<file path="config.mk">
export PLATFORM = sky130hd
export DESIGN_NAME = chol_diag_prep
export DESIGN_NICKNAME = d
export VERILOG_FILES = /design/src/rtl/chol_diag_prep.sv
export SDC_FILE = /design/constraint.sdc
export NUM_CORES = 1
export LEC_CHECK = 0
export ABC_AREA = 1
export CAP_MARGIN = 15
export CORE_MARGIN = 2
export CORE_UTILIZATION = 40
export DETAILED_ROUTE_END_ITERATION = 8
export PLACE_DENSITY_LB_ADDON = 0.08
export RECOVER_POWER = 50
export SYNTH_ARGS = -nofsm -noshare
export SYNTH_HDL_FRONTEND = slang
export SYNTH_SLANG_ARGS = --single-unit
</file>
<file path="constraint.sdc">
create_clock -name clk -period 9.79 [get_ports clk]
set_clock_uncertainty 0.1 [all_clocks]
set_input_delay 1.4685 -clock clk [delete_from_list [all_inputs] [get_ports clk]]
set_output_delay 1.4685 -clock clk [all_outputs]
set_load 0.03 [all_outputs]
</file>
<file path="src/rtl/chol_diag_prep.sv">
// rtl/chol_diag_prep.sv - Cholesky diagonal residual accumulator and latency-timed sqrt feeder.
// Optional diag_err output (non-positive-definite flag) is enabled by defining CHOL_DIAG_ERR_EN.
module chol_diag_prep #(
    parameter int SQRT_LAT = 17,
    parameter int N_W      = 4,
    parameter int ACC_W    = 40
) (
    input  logic                    clk,
    input  logic                    rst,
    input  logic                    clken,
    input  logic                    start,
    input  logic [31:0]             a_diag,
    input  logic [N_W-1:0]          n_terms,
    input  logic                    l_valid,
    input  logic signed [15:0]      l_data,
    output logic                    busy,
    output logic                    sqrt_valid,
    output logic [31:0]             sqrt_data,
    input  logic [31:0]             sqrt_out,
    output logic                    diag_valid,
`ifdef CHOL_DIAG_ERR_EN
    output logic                    diag_err,
`endif
    output logic [31:0]             diag_out
);

    localparam int WC_W = $clog2(SQRT_LAT + 1);

    typedef enum logic [1:0] {S_IDLE, S_ACCUM, S_ISSUE, S_WAIT} state_t;

    state_t                  state_q, state_d;
    logic signed [ACC_W-1:0] acc_q, acc_d;
    logic [N_W-1:0]          cnt_q, cnt_d;
    logic [WC_W-1:0]         wcnt_q, wcnt_d;
    logic [31:0]             sqrt_data_q, sqrt_data_d;
    logic [31:0]             diag_out_q, diag_out_d;
    logic                    diag_valid_q, diag_valid_d;
    logic signed [31:0]      l_ext, l_sq;
    logic                    acc_pos;
`ifdef CHOL_DIAG_ERR_EN
    logic                    clamp_q, clamp_d;
    logic                    diag_err_q, diag_err_d;
`endif

    // The square of a 16-bit signed value is at most 2^30, so it stays positive in 32 bits.
    assign l_ext   = 32'(l_data);
    assign l_sq    = l_ext * l_ext;
    assign acc_pos = !acc_d[ACC_W-1] && (acc_d != '0);

    always_ff @(posedge clk) begin
        if (rst) begin
            state_q      <= S_IDLE;
            acc_q        <= '0;
            cnt_q        <= '0;
            wcnt_q       <= '0;
            sqrt_data_q  <= '0;
            diag_out_q   <= '0;
            diag_valid_q <= 1'b0;
`ifdef CHOL_DIAG_ERR_EN
            clamp_q      <= 1'b0;
            diag_err_q   <= 1'b0;
`endif
        end else if (clken) begin
            state_q      <= state_d;
            acc_q        <= acc_d;
            cnt_q        <= cnt_d;
            wcnt_q       <= wcnt_d;
            sqrt_data_q  <= sqrt_data_d;
            diag_out_q   <= diag_out_d;
            diag_valid_q <= diag_valid_d;
`ifdef CHOL_DIAG_ERR_EN
            clamp_q      <= clamp_d;
            diag_err_q   <= diag_err_d;
`endif
        end
    end

    always_comb begin
        state_d      = state_q;
        acc_d        = acc_q;
        cnt_d        = cnt_q;
        wcnt_d       = wcnt_q;
        sqrt_data_d  = sqrt_data_q;
        diag_out_d   = diag_out_q;
        diag_valid_d = 1'b0;
`ifdef CHOL_DIAG_ERR_EN
        clamp_d      = clamp_q;
        diag_err_d   = diag_err_q;
`endif
        case (state_q)
            S_IDLE: begin
                if (start) begin
                    acc_d   = {{(ACC_W-32){1'b0}}, a_diag};
                    cnt_d   = n_terms;
                    state_d = (n_terms == '0) ? S_ISSUE : S_ACCUM;
                end
            end
            S_ACCUM: begin
                if (l_valid) begin
                    acc_d = acc_q - ACC_W'(l_sq);
                    cnt_d = cnt_q - 1'b1;
                    if (cnt_q == N_W'(1)) begin
                        state_d = S_ISSUE;
                    end
                end
            end
            S_ISSUE: begin
                state_d = S_WAIT;
                wcnt_d  = WC_W'(SQRT_LAT);
            end
            S_WAIT: begin
                wcnt_d = wcnt_q - 1'b1;
                // The decrement to zero marks the cycle the sqrt result is stable.
                if (wcnt_q == WC_W'(1)) begin
                    diag_out_d   = sqrt_out;
                    diag_valid_d = 1'b1;
                    state_d      = S_IDLE;
`ifdef CHOL_DIAG_ERR_EN
                    diag_err_d   = clamp_q;
`endif
                end
            end
            default: state_d = S_IDLE;
        endcase
        // Register the clamped residual on the way into ISSUE so it is stable for the issue cycle and after.
        if (state_d == S_ISSUE) begin
            sqrt_data_d = acc_pos ? acc_d[31:0] : 32'd0;
`ifdef CHOL_DIAG_ERR_EN
            clamp_d     = !acc_pos;
`endif
        end
    end

    always_comb begin
        busy       = (state_q != S_IDLE);
        sqrt_valid = (state_q == S_ISSUE);
        sqrt_data  = sqrt_data_q;
        diag_valid = diag_valid_q;
        diag_out   = diag_out_q;
`ifdef CHOL_DIAG_ERR_EN
        diag_err   = diag_err_q;
`endif
    end

endmodule

</file>
# Word level (Yosys, flattened, before mapping)
# Cells that the tools add are included.
[totals]
ff_bits = 116
in_bits = 89
wordCells = 47
out_inout_bits = 67
[classes]
n_eq_ne = 8
n_mux = 16
mul = 1
n_reduce_logical = 12
addsub = 3
[ops]
columns = ["operator", "n"]
rows = [
  ["$mux 40", 2],
  ["$pmux 40 s2", 1],
  ["$reduce_bool 40->1", 1],
  ["$sub 40x32->40", 1],
  ["$mul 16x16->32", 1],
  ["$mux 32", 1],
  ["$mux 2", 5],
  ["$pmux 5 s2", 1],
  ["$mux 4", 2],
  ["$pmux 2 s4", 1],
  ["$pmux 4 s2", 1],
  ["$eq 2x2->1 const B", 3],
  ["$reduce_bool 2->1", 3],
  ["$eq 5x1->1 const B", 1],
  ["$sub 5x1->5 const B", 1],
  ["$eq 4x1->1 const B", 1],
  ["$logic_not 4->1", 1],
  ["$ne 2x2->1 const B", 2],
  ["$reduce_and 2->1", 2],
  ["$reduce_and 4->1", 1],
  ["$sub 4x1->4 const B", 1],
  ["$reduce_and 3->1", 1],
  ["$eq 2x1->1 const B", 1],
  ["$logic_not 2->1", 1],
  ["other kinds (3)", 4],
]

# Longest topological paths before layout
# Gate-level depths: netlist of run 1.
[logic_depth]
ltp_word = 7
ltp_mapped = 37
ltp_nobuf = 34

# Worst setup path after synthesis of run 1
# No wires, ideal clock.
[synth_path]
path_kind = "input port to flip-flop"
start = "input port l_data[15]"
end = "register sqrt_data_q[7], in the netlist sqrt_data[7]"
arrival_ns = 7.762
cell_stages = 30
slack_ns = 1.788
setup_time_ns = 0.140
n_path_buf = 3
t_required_ns = 9.550
cell_sequence = "clkbuf_1 -> clkbuf_1 -> nand2_1 -> inv_1 -> fa_1 -> fa_1 -> fa_1 -> fa_1 -> inv_1 -> fa_1 -> inv_1 -> fa_1 -> inv_1 -> ha_1 -> a21oi_1 -> inv_1 -> a31oi_1 -> o21ai_0 -> nor2_1 -> nand2_1 -> xor2_1 -> o21ai_0 -> nand2_1 -> nor2_1 -> nand2_1 -> nor2_2 -> nand2_4 -> buf_6 -> nand3_1 -> a21oi_1"
[synth_between]
elab_chain_len = 7
word_cells_on_any_way = 8
classes_between = "add/sub (1); mul (1); mux (3); reduce/logical (3)"
[synth_rtl]
columns = ["element", "line_no", "text"]
rows = [
  ["start: declaration", "15", "input logic signed [15:0] l_data,"],
  ["$mul 16x16->32 (*)", "47", "assign l_sq = l_ext * l_ext;"],
  ["$sub 40x32->40 (*)", "100", "acc_d = acc_q - ACC_W'(l_sq);"],
  ["$mux 40 (*)", "99", "if (l_valid) begin"],
  ["$pmux 40 s2 (*)", "90", "case (state_q)"],
  ["$reduce_bool 40->1 or $logic_not 1->1 (tied branches)", "48", "assign acc_pos = !acc_d[ACC_W-1] && (acc_d != '0);"],
  ["$logic_and 1x1->1 (*)", "48", ""],
  ["$mux 32 (*)", "127", "sqrt_data_d = acc_pos ? acc_d[31:0] : 32'd0;"],
  ["end signal: assignment", "68", "sqrt_data_q <= sqrt_data_d;"],
  ["end: declaration", "35", "logic [31:0] sqrt_data_q, sqrt_data_d;"],
]
# Mark *: on every way between the ends. The rest lies on a longest branch, timed or not.
# A chain may end at the register's enable or synchronous reset.

# Worst setup path in the final report of run 1
[layout_path]
start = "input port l_data[15]"
end = "register sqrt_data_q[5], in the netlist sqrt_data[5]"
# The elaborated chain is that of the path after synthesis.

==> results.py, run 1 <==
metrics = {
    "status": {
        "status": "finished with violations",
        "violations": "max-capacitance violations, max-slew violations",
    },
    "timing": {
        "tightest_slew_ns": 2.13,
        "hold_violations": 0,
        "fin_crit_ns": 8.96,
        "slew-limit-headroom_pct": -41.8,
        "clock.fmax_mhz": 112,
        "post-route-period-util_pct": 91.5,
        "final_max_slew_viol_count": 89,
        "setup_violations": 0,
        "rsz0062_at_grt": "false",
        "final.setup.tns_ns": 0,
    },
    "finish": {
        "diodes": 0,
        "n_fill_cell": 4897,
        "layout-drive-gt1-share_pct": 5.15,
        "area_growth_pct": 14.9,
        "nets": 3235,
    },
    "setup_path": {
        "path_max_fanout": 32,
        "cp_data_required_time_ns": 9.96,
        "critPathSlowestCell": "fa_1",
        "crit_arrival_ns": 9.12,
        "crit_type": "in2reg",
        "max_stage_delay_ns": 0.91,
        "start_kind": "primary input",
        "endpoint_kind": "flip-flop",
    },
    "global_routing": {
        "grt_util_all_layers_pct": 23.0,
        "grt_max_degree": 64,
        "grt-ovfl-total": 0,
        "first_global_vias": 16732,
        "grt_antenna_before_repair": 0,
        "grt_pass1_wl_um": 90400,
    },
    "detailed_routing": {
        "drtIter0Drc": 1029,
        "drc": 0,
        "route.vias.total": 16008,
        "firstDrtPassIters": 6,
        "routed_via_density": 4.80,
        "antenna_left": 0,
        "wl_um": 54300,
        "detail_route.wl_per_cell_um": 16.3,
    },
    "yosys": {
        "netlist_area_sq_um": 19100,
        "synth-seq-cells": 116,
        "ys_seq_area_share_pct": 12.2,
        "synth_edf_count": 0,
        "yosysUniqueCellTypes": 48,
        "synthArstFlopShare_pct": 0,
        "yosys_warnings": 0,
        "netlist_instances": 2587,
        "ys.flop_type": "dfxtp_1",
        "syn_nets": 3117,
        "syn_avg_cell_area_sq_um": 7.37,
    },
    "floorplanning": {
        "chipWidth_um": 222,
        "start_util_pct": 40.3,
        "die_h_um": 222,
        "die_area_sq_um": 49400,
        "fp-row-count": 80,
        "core_area_sq_um": 47300,
        "pin_count": 156,
    },
    "clocking": {
        "cts_setup_buffers": 0,
        "max-clock-path-buffers": 2,
        "cts_tree": "built",
        "cts_hold_buf": 0,
        "cts.sinks": 116,
        "clk_latency_ns": 0.43,
        "cts_resized": 0,
        "root_buffer": "clkbuf_16",
        "h-tree-depth": 4,
        "clk_pin_slew_worst_paths_ns": 0.06,
        "cts_buffers": 17,
    },
    "run": {
        "drv_cap": 2,
    },
    "placement": {
        "place.gp.congestion": 0.911,
        "dpl.hpwl_um": 46200,
        "port_buffers": 155,
    },
    "hold_path": {
        "hold_class": "reg2reg",
    },
}
-- placed cells by master, fill, tap and decap left out, types with 4 or more instances in the layout --
cell type,count
a21o_1,4
a21oi_1,162
a21oi_2,11
a31oi_1,6
buf_4,33
bufinv_16,4
clkbuf_1,4
clkbuf_16,17
clkdlybuf4s50_1,86
dfxtp_1,116
dlygate4sd3_1,68
fa_1,321
ha_1,120
inv_1,727
inv_2,5
inv_6,5
nand2_1,450
nand2_2,14
nand3_1,100
nand3_2,20
nand4_1,13
nor2_1,195
nor2_2,10
nor3_1,12
o211ai_1,17
o21ai_0,114
o21ai_1,13
o21bai_1,7
or2_2,6
xnor2_1,9
xor2_1,17
-- logic make-up after synthesis --
kind of cell / count (synthesis) / share of synthesized area (%)
adder cells (fa/ha/maj): 441 / 41.6
XOR/XNOR: 26 / 1.19
buffers and inverters: 828 / 16.6
AO/OA/AOI/OAI: 346 / 9.93
flip-flops: 116 / 12.2
AND/OR/NAND/NOR: 830 / 18.5
-- final cells by class --
type | instances | area, sq um | area share [%]
well taps | 615 | 769 | 3.51
clock inverters | 13 | 195 | 0.891
inverters | 735 | 2760 | 12.6
clock buffers | 19 | 443 | 2.02
multi-input cells | 1643 | 13600 | 62.0
flip-flops and latches | 116 | 2320 | 10.6
repair buffers | 192 | 1830 | 8.37
-- per-stage QoR --
| stage | hold WS [ns] | setup WS [ns] | area [sq um] | utilization, % | std cells |
|---|---|---|---|---|---|
| 6_report | 0.363 | 0.832 | 21900 | 46.3 | 3333 |
| 5_1_grt | 0.392 | 0.284 | 21900 | 46.3 | 3333 |
| 4_1_cts | 0.372 | 0.814 | 21900 | 46.2 | 3332 |
| 3_5_place_dp | 0.362 | 0.390 | 21300 | 44.9 | 3300 |
| 3_3_place_gp | 0.353 | 0.577 | 21300 | 44.9 | 3300 |
| 2_1_floorplan | 0.349 | 1.79 | 19100 | - | 2587 |
-- sequential cells by signal, summed over array words and instances, names as in the netlist --
signal      cells
acc_q          40
diag_out       32
sqrt_data      32
wcnt_q          5
cnt_q           4
state_q         2
diag_valid      1
-- worst paths after layout --
path                                start  cells after the start                   endpoint  slack [ns]
setup / recovery               l_data[15]                     29  sqrt_data[5]$_SDFFE_PP0P_        0.83
setup reg to reg   acc_q[13]$_SDFFE_PP0P_                     24  sqrt_data[5]$_SDFFE_PP0P_        3.37
hold / removal    diag_valid$_SDFFE_PP0P_                      2    diag_valid$_SDFFE_PP0P_        0.36
hold reg to reg   diag_valid$_SDFFE_PP0P_                      2    diag_valid$_SDFFE_PP0P_        0.36
-- synth_stat cells (2+ instances only) --
master / count / area, sq um
clkbuf_1: 66 / 248
inv_1: 727 / 2730
clkinv_1: 3 / 11.3
o21ai_0: 114 / 571
o21ai_1: 13 / 65.1
a21oi_1: 162 / 811
ha_1: 120 / 1500
nor2_2: 10 / 62.6
fa_1: 321 / 6430
a211oi_1: 2 / 15.0
a31oi_1: 6 / 37.5
nor3_2: 3 / 30.0
nor2_1: 195 / 732
nand4_1: 13 / 81.3
a21oi_2: 11 / 96.3
buf_6: 3 / 33.8
nand2_2: 14 / 87.6
buf_2: 16 / 80.1
nand2_1: 450 / 1690
buf_1: 4 / 15.0
inv_2: 5 / 18.8
or2_2: 6 / 37.5
o21ai_2: 2 / 17.5
dfxtp_1: 116 / 2320
buf_4: 3 / 22.5
nand3_2: 20 / 200
nor4_1: 2 / 12.5
nor3_1: 12 / 60.1
xor2_1: 17 / 149
nand3_1: 100 / 500
o211ai_1: 17 / 128
a21o_1: 4 / 30.0
o21bai_1: 7 / 52.6
xnor2_1: 9 / 78.8
-- critical path: cells and delay by family --
family,cells,cell delay [ns]
compound gates,6,0.82
fa+ha+maj,7,4.17
buf+inv,5,1.25
simple gates,11,1.38
-- layer usage --
layer  global-route usage [%]  wire length, um  vias up
met5                        0                0        -
met2                     35.9            24300      316
met3                     3.02             2190       54
met1                     33.9            26800     7769
li1                         -                -     7869
met4                     5.39             1030        0
Power of run 1 is not shown: default switching activity piles up to over one toggle a cycle in this logic, so the estimate is an artifact.
==> run 2: changes to the inputs <==
- CTS_CLUSTER_SIZE: unset -> 14
==> results of run 2 <==
Final layout, timing and power as in run 1 (identical DEF).
Power of run 2 is left out for the same reason.
==> run 3: changes to the inputs <==
- RECOVER_POWER: 50 -> unset
==> run 3 against run 2 <==
Net effect: global-route usage unchanged; first-iteration DRC count grew 3.6%; clock-buffer cell count unchanged; routed wire length increased by 0.13%; largest cell class unchanged; sequential cell count stayed put; critical path depth is the same; fmax barely moved; sequential share of layout area about the same; the flow now finishes without violations.
==> results.py, run 3 (synthesis results as in run 1) <==
metrics = {
    "status": {
        "status": "completed",
    },
    "global_routing": {
        "grt_max_degree": 64,
        "busiest_layer": "met2",
        "grt_pass1_wl_um": 90400,
        "grtUsageMet3_pct": 3.02,
        "grt_antenna_before_repair": 0,
        "grtUsageMet2_pct": 35.9,
        "first_global_vias": 16732,
        "grt-ovfl-total": 0,
        "grt_util_all_layers_pct": 23.0,
        "use_met1_pct": 33.9,
    },
    "floorplanning": {
        "start_util_pct": 40.3,
        "pin_count": 156,
        "core_area_sq_um": 47300,
        "die_area_sq_um": 49400,
        "die_h_um": 222,
        "chipWidth_um": 222,
        "fp-row-count": 80,
    },
    "clocking": {
        "max-clock-path-buffers": 2,
        "cts.sinks": 116,
        "clk_pin_slew_worst_paths_ns": 0.06,
        "cts_hold_buf": 0,
        "cts_buffers": 17,
        "clk_latency_ns": 0.42,
        "cts_tree": "built",
        "root_buffer": "clkbuf_16",
        "cts_resized": 0,
        "cts_setup_buffers": 0,
        "h-tree-depth": 4,
    },
    "setup_path": {
        "reg2reg_depth": 24,
        "crit_arrival_ns": 9.12,
        "ff2ff_setup_slack_ns": 3.38,
        "critPathSlowestCell": "fa_1",
        "endpoint_kind": "flip-flop",
        "startpoint": "l_data[15]",
        "max_stage_delay_ns": 0.91,
        "cp_data_required_time_ns": 9.96,
        "start_kind": "primary input",
        "crit_type": "in2reg",
        "path_max_fanout": 32,
        "worstReg2RegStart": "acc_q[13]$_SDFFE_PP0P_",
        "reg2reg_to": "sqrt_data[7]$_SDFFE_PP0P_",
    },
    "timing": {
        "clock.fmax_mhz": 112,
        "tightest_slew_ns": 1.03,
        "final_max_slew_viol_count": 0,
        "rsz0062_at_grt": "false",
        "fin_crit_ns": 8.95,
        "setup_violations": 0,
        "post-route-period-util_pct": 91.4,
        "slew-limit-headroom_pct": 30.9,
        "hold_violations": 0,
        "final.setup.tns_ns": 0,
        "setup_slack_ns": 0.839,
    },
    "placement": {
        "place_area_sq_um": 21300,
        "post-place-ws_ns": 0.390,
        "port_buffers": 155,
        "place.gp.congestion": 0.911,
        "dp_cells": 3300,
        "dpl.hpwl_um": 46200,
    },
    "hold_path": {
        "hold_end": "diag_valid$_SDFFE_PP0P_",
        "hold_class": "reg2reg",
        "hp-start": "diag_valid$_SDFFE_PP0P_",
        "hold_depth": 2,
    },
    "finish": {
        "nets": 3235,
        "diodes": 0,
        "area_growth_pct": 14.9,
        "mostFrequentLayoutCell": "inv_1",
        "most-common-layout-cells": "inv_1 (727), nand2_1 (450), fa_1 (321)",
        "stdcell_area_sq_um": 21900,
        "final_cells": 3333,
        "regMostFlops": "acc_q",
        "layout-drive-gt1-share_pct": 5.26,
        "largest_reg_flops": 40,
        "n_fill_cell": 4894,
    },
    "detailed_routing": {
        "drc": 0,
        "antenna_left": 0,
        "drtIter0Drc": 1066,
        "firstDrtPassIters": 5,
        "routed_via_density": 4.80,
        "route.vias.total": 15993,
        "detail_route.wl_per_cell_um": 16.3,
        "wl_um": 54400,
    },
    "run": {
        "drv_cap": 0,
    },
}
## run 3: per-layer routing
layer / routed length, um / up-vias
met5: 0 / -
met3: 2260 / 56
met2: 24200 / 323
met1: 26900 / 7750
met4: 1040 / 0
li1: - / 7864
## run 3: critical path, delay by kind of cell
kind / cells / cell delay (ns)
buffers and inverters: 5 / 1.25
adders and majority gates: 7 / 4.17
and+or+nand+nor: 11 / 1.38
AOI/OAI and AO/OA: 6 / 0.80
## run 3: final cells by class
cell class / instances / area, sq um / share of cell area (%)
clock inverters: 13 / 195 / 0.891
repair buffers: 192 / 1840 / 8.42
well taps: 615 / 769 / 3.51
multi-input cells: 1643 / 13600 / 62.0
clock buffers: 19 / 443 / 2.02
inverters: 735 / 2760 / 12.6
flip-flops and latches: 116 / 2320 / 10.6
## run 3: worst max-delay path by stage
stage                                      end  slack, ns  cells past startpoint
floorplan            sqrt_data[7]$_SDFFE_PP0P_       1.79                     30
global placement    sqrt_data[30]$_SDFFE_PP0P_       0.58                     29
detailed placement  sqrt_data[26]$_SDFFE_PP0P_       0.39                     29
CTS                  sqrt_data[5]$_SDFFE_PP0P_       0.81                     29
global route        sqrt_data[22]$_SDFFE_PP0P_       0.28                     29
finish               sqrt_data[7]$_SDFFE_PP0P_       0.84                     29
## run 3: through the flow
stage          hold slack [ns]  util, %
3_5_place_dp             0.362     44.9
6_report                 0.365     46.3
3_3_place_gp             0.353     44.9
4_1_cts                  0.372     46.2
5_1_grt                  0.394     46.3
2_1_floorplan            0.349        -
Power of run 3 is left out for the same reason.
==> RTL edit 1 (settings of run 3) <==
The option `CHOL_DIAG_ERR_EN` is turned on by a define.
--- a/src/rtl/chol_diag_prep.sv
+++ b/src/rtl/chol_diag_prep.sv
@@ -1,5 +1,7 @@
 // rtl/chol_diag_prep.sv - Cholesky diagonal residual accumulator and latency-timed sqrt feeder.
 // Optional diag_err output (non-positive-definite flag) is enabled by defining CHOL_DIAG_ERR_EN.
+`define CHOL_DIAG_ERR_EN
+
 module chol_diag_prep #(
     parameter int SQRT_LAT = 17,
     parameter int N_W      = 4,
Function (old outputs only; new: diag_err): kept (Yosys induction, for registers that start in step).
==> RTL edit 1 against run 3 <==
Area after synthesis shrank 1.5%; sequential share of layout area grew 0.33 points; sequential cell count grew 2; register-to-register slack gained 0.03 ns; critical path depth grew 1; cell area shrank 1.3%; die area shrank 1.5%; global-route usage grew 0.72 points; routed wire length grew 1.2%; worst setup slack lost 0.049 ns; critical path type unchanged; highest routed layer unchanged.
Power is left out: the tool's default activity adds up to more than one toggle a clock period on the data nets, which glitch-free logic cannot reach.
==> RTL edit 1: results (changes against run 3) <==
Run status
  – Status: finished, final reports clean

Critical path
  – FF-to-FF setup slack: 3.41 ns (+0.03 ns)
  – Worst reg2reg startpoint: acc_q[9]
  – Crit-path max FO: 23 (-28%)
  – CP Data Arrival Time: 9.19 ns (+0.07 ns)
  – R2R cell count: 25 (+4.2%)
  – End of the worst register-to-register path: sqrt_data[10]

Timing
  – Slew margin rel.: 0.360 (+0.0503)

Final layout
  – Final net count: 3194 (-1.3%)
  – Layout cells sized above 1: 0.0381 (-0.0145)

Clock tree
  – Clock-pin slew on the worst setup and hold paths: 0.05 ns
  – Post-CTS Setup Bufs: 0 (unchanged)

Detailed routing
  – DR iter-0 viols: 1041 (-2.3%)
  – Post-Route WL: 55.0 mm (+1.2%)
  – Via Count: 15800 (-1.3%)

Synthesis
  – Syn nets: 3064 (-1.7%)
  – Synth top area cells: fa_1, inv_1, dfxtp_1
  – Cell variety after synth: 47 (-2.1%)
  – Commonest cells post-synth: inv_1, nand2_1, fa_1, nor2_1, o21ai_0
  – Seq/Total Area, Yosys: 0.126 (+0.00399)

Worst hold path
  – Hold endpoint: diag_valid
  – HP Class: reg -> reg
  – Min-delay src: diag_valid

Global routing
  – First-pass GRT wire length: 89.6 mm (-0.93%)
  – Largest net degree at the start of global routing: 54 (-16%)
  – All-Layer GR Usage: 0.237 (+0.00717)

Place
  – RePlAce Congestion: 0.935 (+2.7%)
  – IO buf count: 156 (+0.65%)
  – Detailed placer's ending HPWL: 47.4 mm (+2.6%)
-- RTL edit 1: cells by family (layout without fill, tap and decap cells) --
kind of cell / count (synthesis) / after routing / share of synthesized area
xor+xnor: 26 / 26 / 0.0121
simple gates: 786 / 786 / 0.170
fa+ha+maj: 441 / 441 / 0.422
flops: 118 / 118 / 0.126
buf+inv: 797 / 937 / 0.161
compound gates: 357 / 357 / 0.104
mux: 9 / 9 / 0.00480
-- RTL edit 1: area by class of cell --
class	instances	area [um2]
well taps	607	759
fillers	4849	24800
repair buffers	196	1860
clock inverters	8	103
clock buffers	21	460
flip-flops and latches	118	2360
multi-input cells	1619	13400
inverters	712	2670
-- RTL edit 1: how the worst max path moves through the flow --
stage / startpoint / to / depth (start not counted)
6_report: l_data[15] / sqrt_data[10] / 30
5_1_grt: l_data[15] / sqrt_data[0] / 30
4_1_cts: l_data[15] / sqrt_data[7] / 30
3_5_place_dp: l_data[15] / sqrt_data[8] / 30
3_3_place_gp: l_data[15] / sqrt_data[6] / 30
2_1_floorplan: l_data[15] / sqrt_data[10] / 33
-- RTL edit 1: stage by stage --
| step | cells | setup WS [ns] | util | hold slack [ns] | cell area (um2) |
|---|---|---|---|---|---|
| finish | 3281 | 0.790 | 0.465 | 0.373 | 21600 |
| CTS | 3281 | 0.778 | 0.465 | 0.379 | 21600 |
| global route | 3281 | 0.263 | 0.465 | 0.400 | 21600 |
| detailed placement | 3252 | 0.354 | 0.453 | 0.364 | 21100 |
| global placement | 3252 | 0.389 | 0.453 | 0.359 | 21100 |
| floorplan | 2534 | 1.71 | - | 0.346 | 18800 |
-- RTL edit 1: routing by layer --
metal	GRT usage	share of wire	vias up
met1	0.344	0.48	7615
li1	-	-	7752
met2	0.378	0.46	353
met3	0.0305	0.044	61
met5	0	0	-
met4	0.0518	0.019	0
==> RTL edit 2 (settings of run 3) <==
Made on the original files. Register the output `sqrt_data`, cleared by the reset; this adds one clock of latency there. The other outputs are not delayed to match.
--- a/src/rtl/chol_diag_prep.sv
+++ b/src/rtl/chol_diag_prep.sv
@@ -27,6 +27,8 @@
     localparam int WC_W = $clog2(SQRT_LAT + 1);
 
     typedef enum logic [1:0] {S_IDLE, S_ACCUM, S_ISSUE, S_WAIT} state_t;
+
+    logic [31:0] sqrt_data_c;
 
     state_t                  state_q, state_d;
     logic signed [ACC_W-1:0] acc_q, acc_d;
@@ -134,7 +136,7 @@
     always_comb begin
         busy       = (state_q != S_IDLE);
         sqrt_valid = (state_q == S_ISSUE);
-        sqrt_data  = sqrt_data_q;
+        sqrt_data_c = sqrt_data_q;
         diag_valid = diag_valid_q;
         diag_out   = diag_out_q;
 `ifdef CHOL_DIAG_ERR_EN
@@ -142,5 +144,13 @@
 `endif
     end
 
+    always_ff @(posedge clk) begin
+        if (rst) begin
+            sqrt_data <= '0;
+        end else begin
+            sqrt_data <= sqrt_data_c;
+        end
+    end
+
 endmodule
 
Check against the original RTL: not equivalent (Yosys sat finds a counterexample within 4 cycles, from zero or initial values and one cycle with rst high).
==> RTL edit 2 against run 3 <==
Area after synthesis grew 3.9%; sequential cell count rose by 32; routed wire length up 6.0%; die area is 3.8% higher; via count up 3.2%; worst setup slack improved by 0.27 ns; cell area is 3.7% higher; cell count increased by 4.1%; worst hold slack worse by 0.047 ns.
Power is left out: the tool's default activity adds up to more than one toggle a clock period on the data nets, which glitch-free logic cannot reach.
==> RTL edit 2: results (changes against run 3) <==
Run status
  – Status: finished, final reports clean

Global routing
  – First-pass GRT wire length: 94.5 mm (+4.5%)
  – Vias in the first global route: 17500 (+4.3%)
  – Met3 Usage GRT: 0.0249 (-0.00527)
  – Met1 usage: 0.329 (-0.0101)
  – Largest net degree at the start of global routing: 65 (+1.6%)
  – Met2 usage in global routing: 0.404 (+0.0450)
  – All-Layer GR Usage: 0.238 (+0.00752)
  – Initial antenna violation count: 0 (unchanged)

Detailed routing
  – Vias per inst: 4.75 (-0.95%)
  – Post-Route WL: 57.7 mm (+6.0%)
  – Pre-antenna DRT Iters: 6 (+1)
  – DR iter-0 viols: 1147 (+7.6%)

Clock tree
  – Root Driver: clkbuf_16
  – TritonCTS Buffers: 17 (unchanged)
  – Clock latency on the worst-skew pair: 0.45 ns (+0.03 ns)
  – Clk buf depth: 2 (unchanged)
  – Clock-pin slew on the worst setup and hold paths: 0.07 ns
  – H-tree Lvls: 4 (unchanged)
  – Post-CTS resize count: 0 (unchanged)
  – Post-CTS Setup Bufs: 0 (unchanged)

Critical path
  – Crit. Startpoint: l_data[15]
  – CP top delay family: adder cells
  – Worst path max stage delay: 0.91 ns (about the same)
  – Worst reg2reg startpoint: acc_q[14]
  – Crit-path max FO: 32 (unchanged)
  – CP max stage cell: fa_1
  – CP Data Arrival Time: 8.93 ns (-0.19 ns)

Final layout
  – Layout cells sized above 1: 0.0470 (-0.00557)
  – Fillers: 5020 (+2.6%)
  – Max reg flops: 40 (unchanged)
  – Final net count: 3323 (+2.7%)
  – Largest Register: acc_q

Place
  – IO buf count: 155 (unchanged)
  – Detailed placer's ending HPWL: 48.6 mm (+5.2%)
  – RePlAce Congestion: 0.909 (-0.18%)

Synthesis
  – Cell variety after synth: 43 (-10%)
  – Syn nets: 3200 (+2.7%)
  – Seq/Total Area, Yosys: 0.150 (+0.0278)
  – Commonest cells post-synth: inv_1, nand2_1, fa_1, nor2_1, dfxtp_1
  – Yosys warns: 0 (unchanged)
  – Ys flop type: dfxtp_1
  – Synth top area cells: fa_1, dfxtp_1, inv_1
  – Fraction of registers with async set/reset: 0 (unchanged)

Timing
  – Endpoints failing hold: 0 (unchanged)
  – Worst slew pin tran: 1.12 ns (+0.0829 ns)

Worst hold path
  – HP Class: reg -> reg
  – Min-delay src: sqrt_data_c[24]
-- RTL edit 2: final cells by class --
type | instances | area [um2] | share of cell area
clock inverter | 15 | 180 | 0.00793
tap | 664 | 831 | 0.0366
multi-input combinational | 1673 | 13600 | 0.599
clock buffer | 17 | 425 | 0.0187
sequential | 148 | 2960 | 0.130
timing repair buffer | 195 | 1860 | 0.0818
antenna | 1 | 2.50 | 0.000110
inverter | 758 | 2850 | 0.125
-- RTL edit 2: kinds of logic after synthesis --
group                      after synthesis  share of synthesized area
xor gates and xnor gates                24                     0.0106
AOI/OAI and AO/OA                      315                     0.0863
buffers and inverters                  849                      0.163
and+or+nand+nor                        893                      0.190
adders and majority gates              441                      0.400
DFF                                    148                      0.150
-- RTL edit 2: path summary, 6_finish.rpt --
kind / end / cells after the start / slack (ns)
worst min register to register: sqrt_data[24] / 2 / 0.32
worst max register to register: sqrt_data_c[24] / 27 / 3.46
worst min-delay path: sqrt_data[24] / 2 / 0.32
worst max-delay path: sqrt_data_c[24] / 28 / 1.10
-- RTL edit 2: layer usage --
layer / wire [um] / vias to the layer above
met1: 26800 / 7977
met5: 0 / -
li1: - / 8087
met2: 27800 / 383
met3: 2430 / 50
met4: 720 / 0
-- RTL edit 2: tightest hold or removal path, stage by stage (launching register included) --
cell	delay, ns
dfxtp_1	0.30
inv_1	0.04
nor2_1	0.04
-- RTL edit 2: stage by stage --
step	instances	setup WS, ns	utilization	hold slack [ns]	instance area, um2
final	3471	1.10	0.464	0.318	22700
after global routing	3470	0.622	0.464	0.334	22700
after CTS	3470	1.06	0.464	0.318	22700
after detailed placement	3438	0.636	0.452	0.310	22100
after global placement	3438	0.617	0.452	0.311	22100
after floorplan	2670	1.83	-	0.300	19800
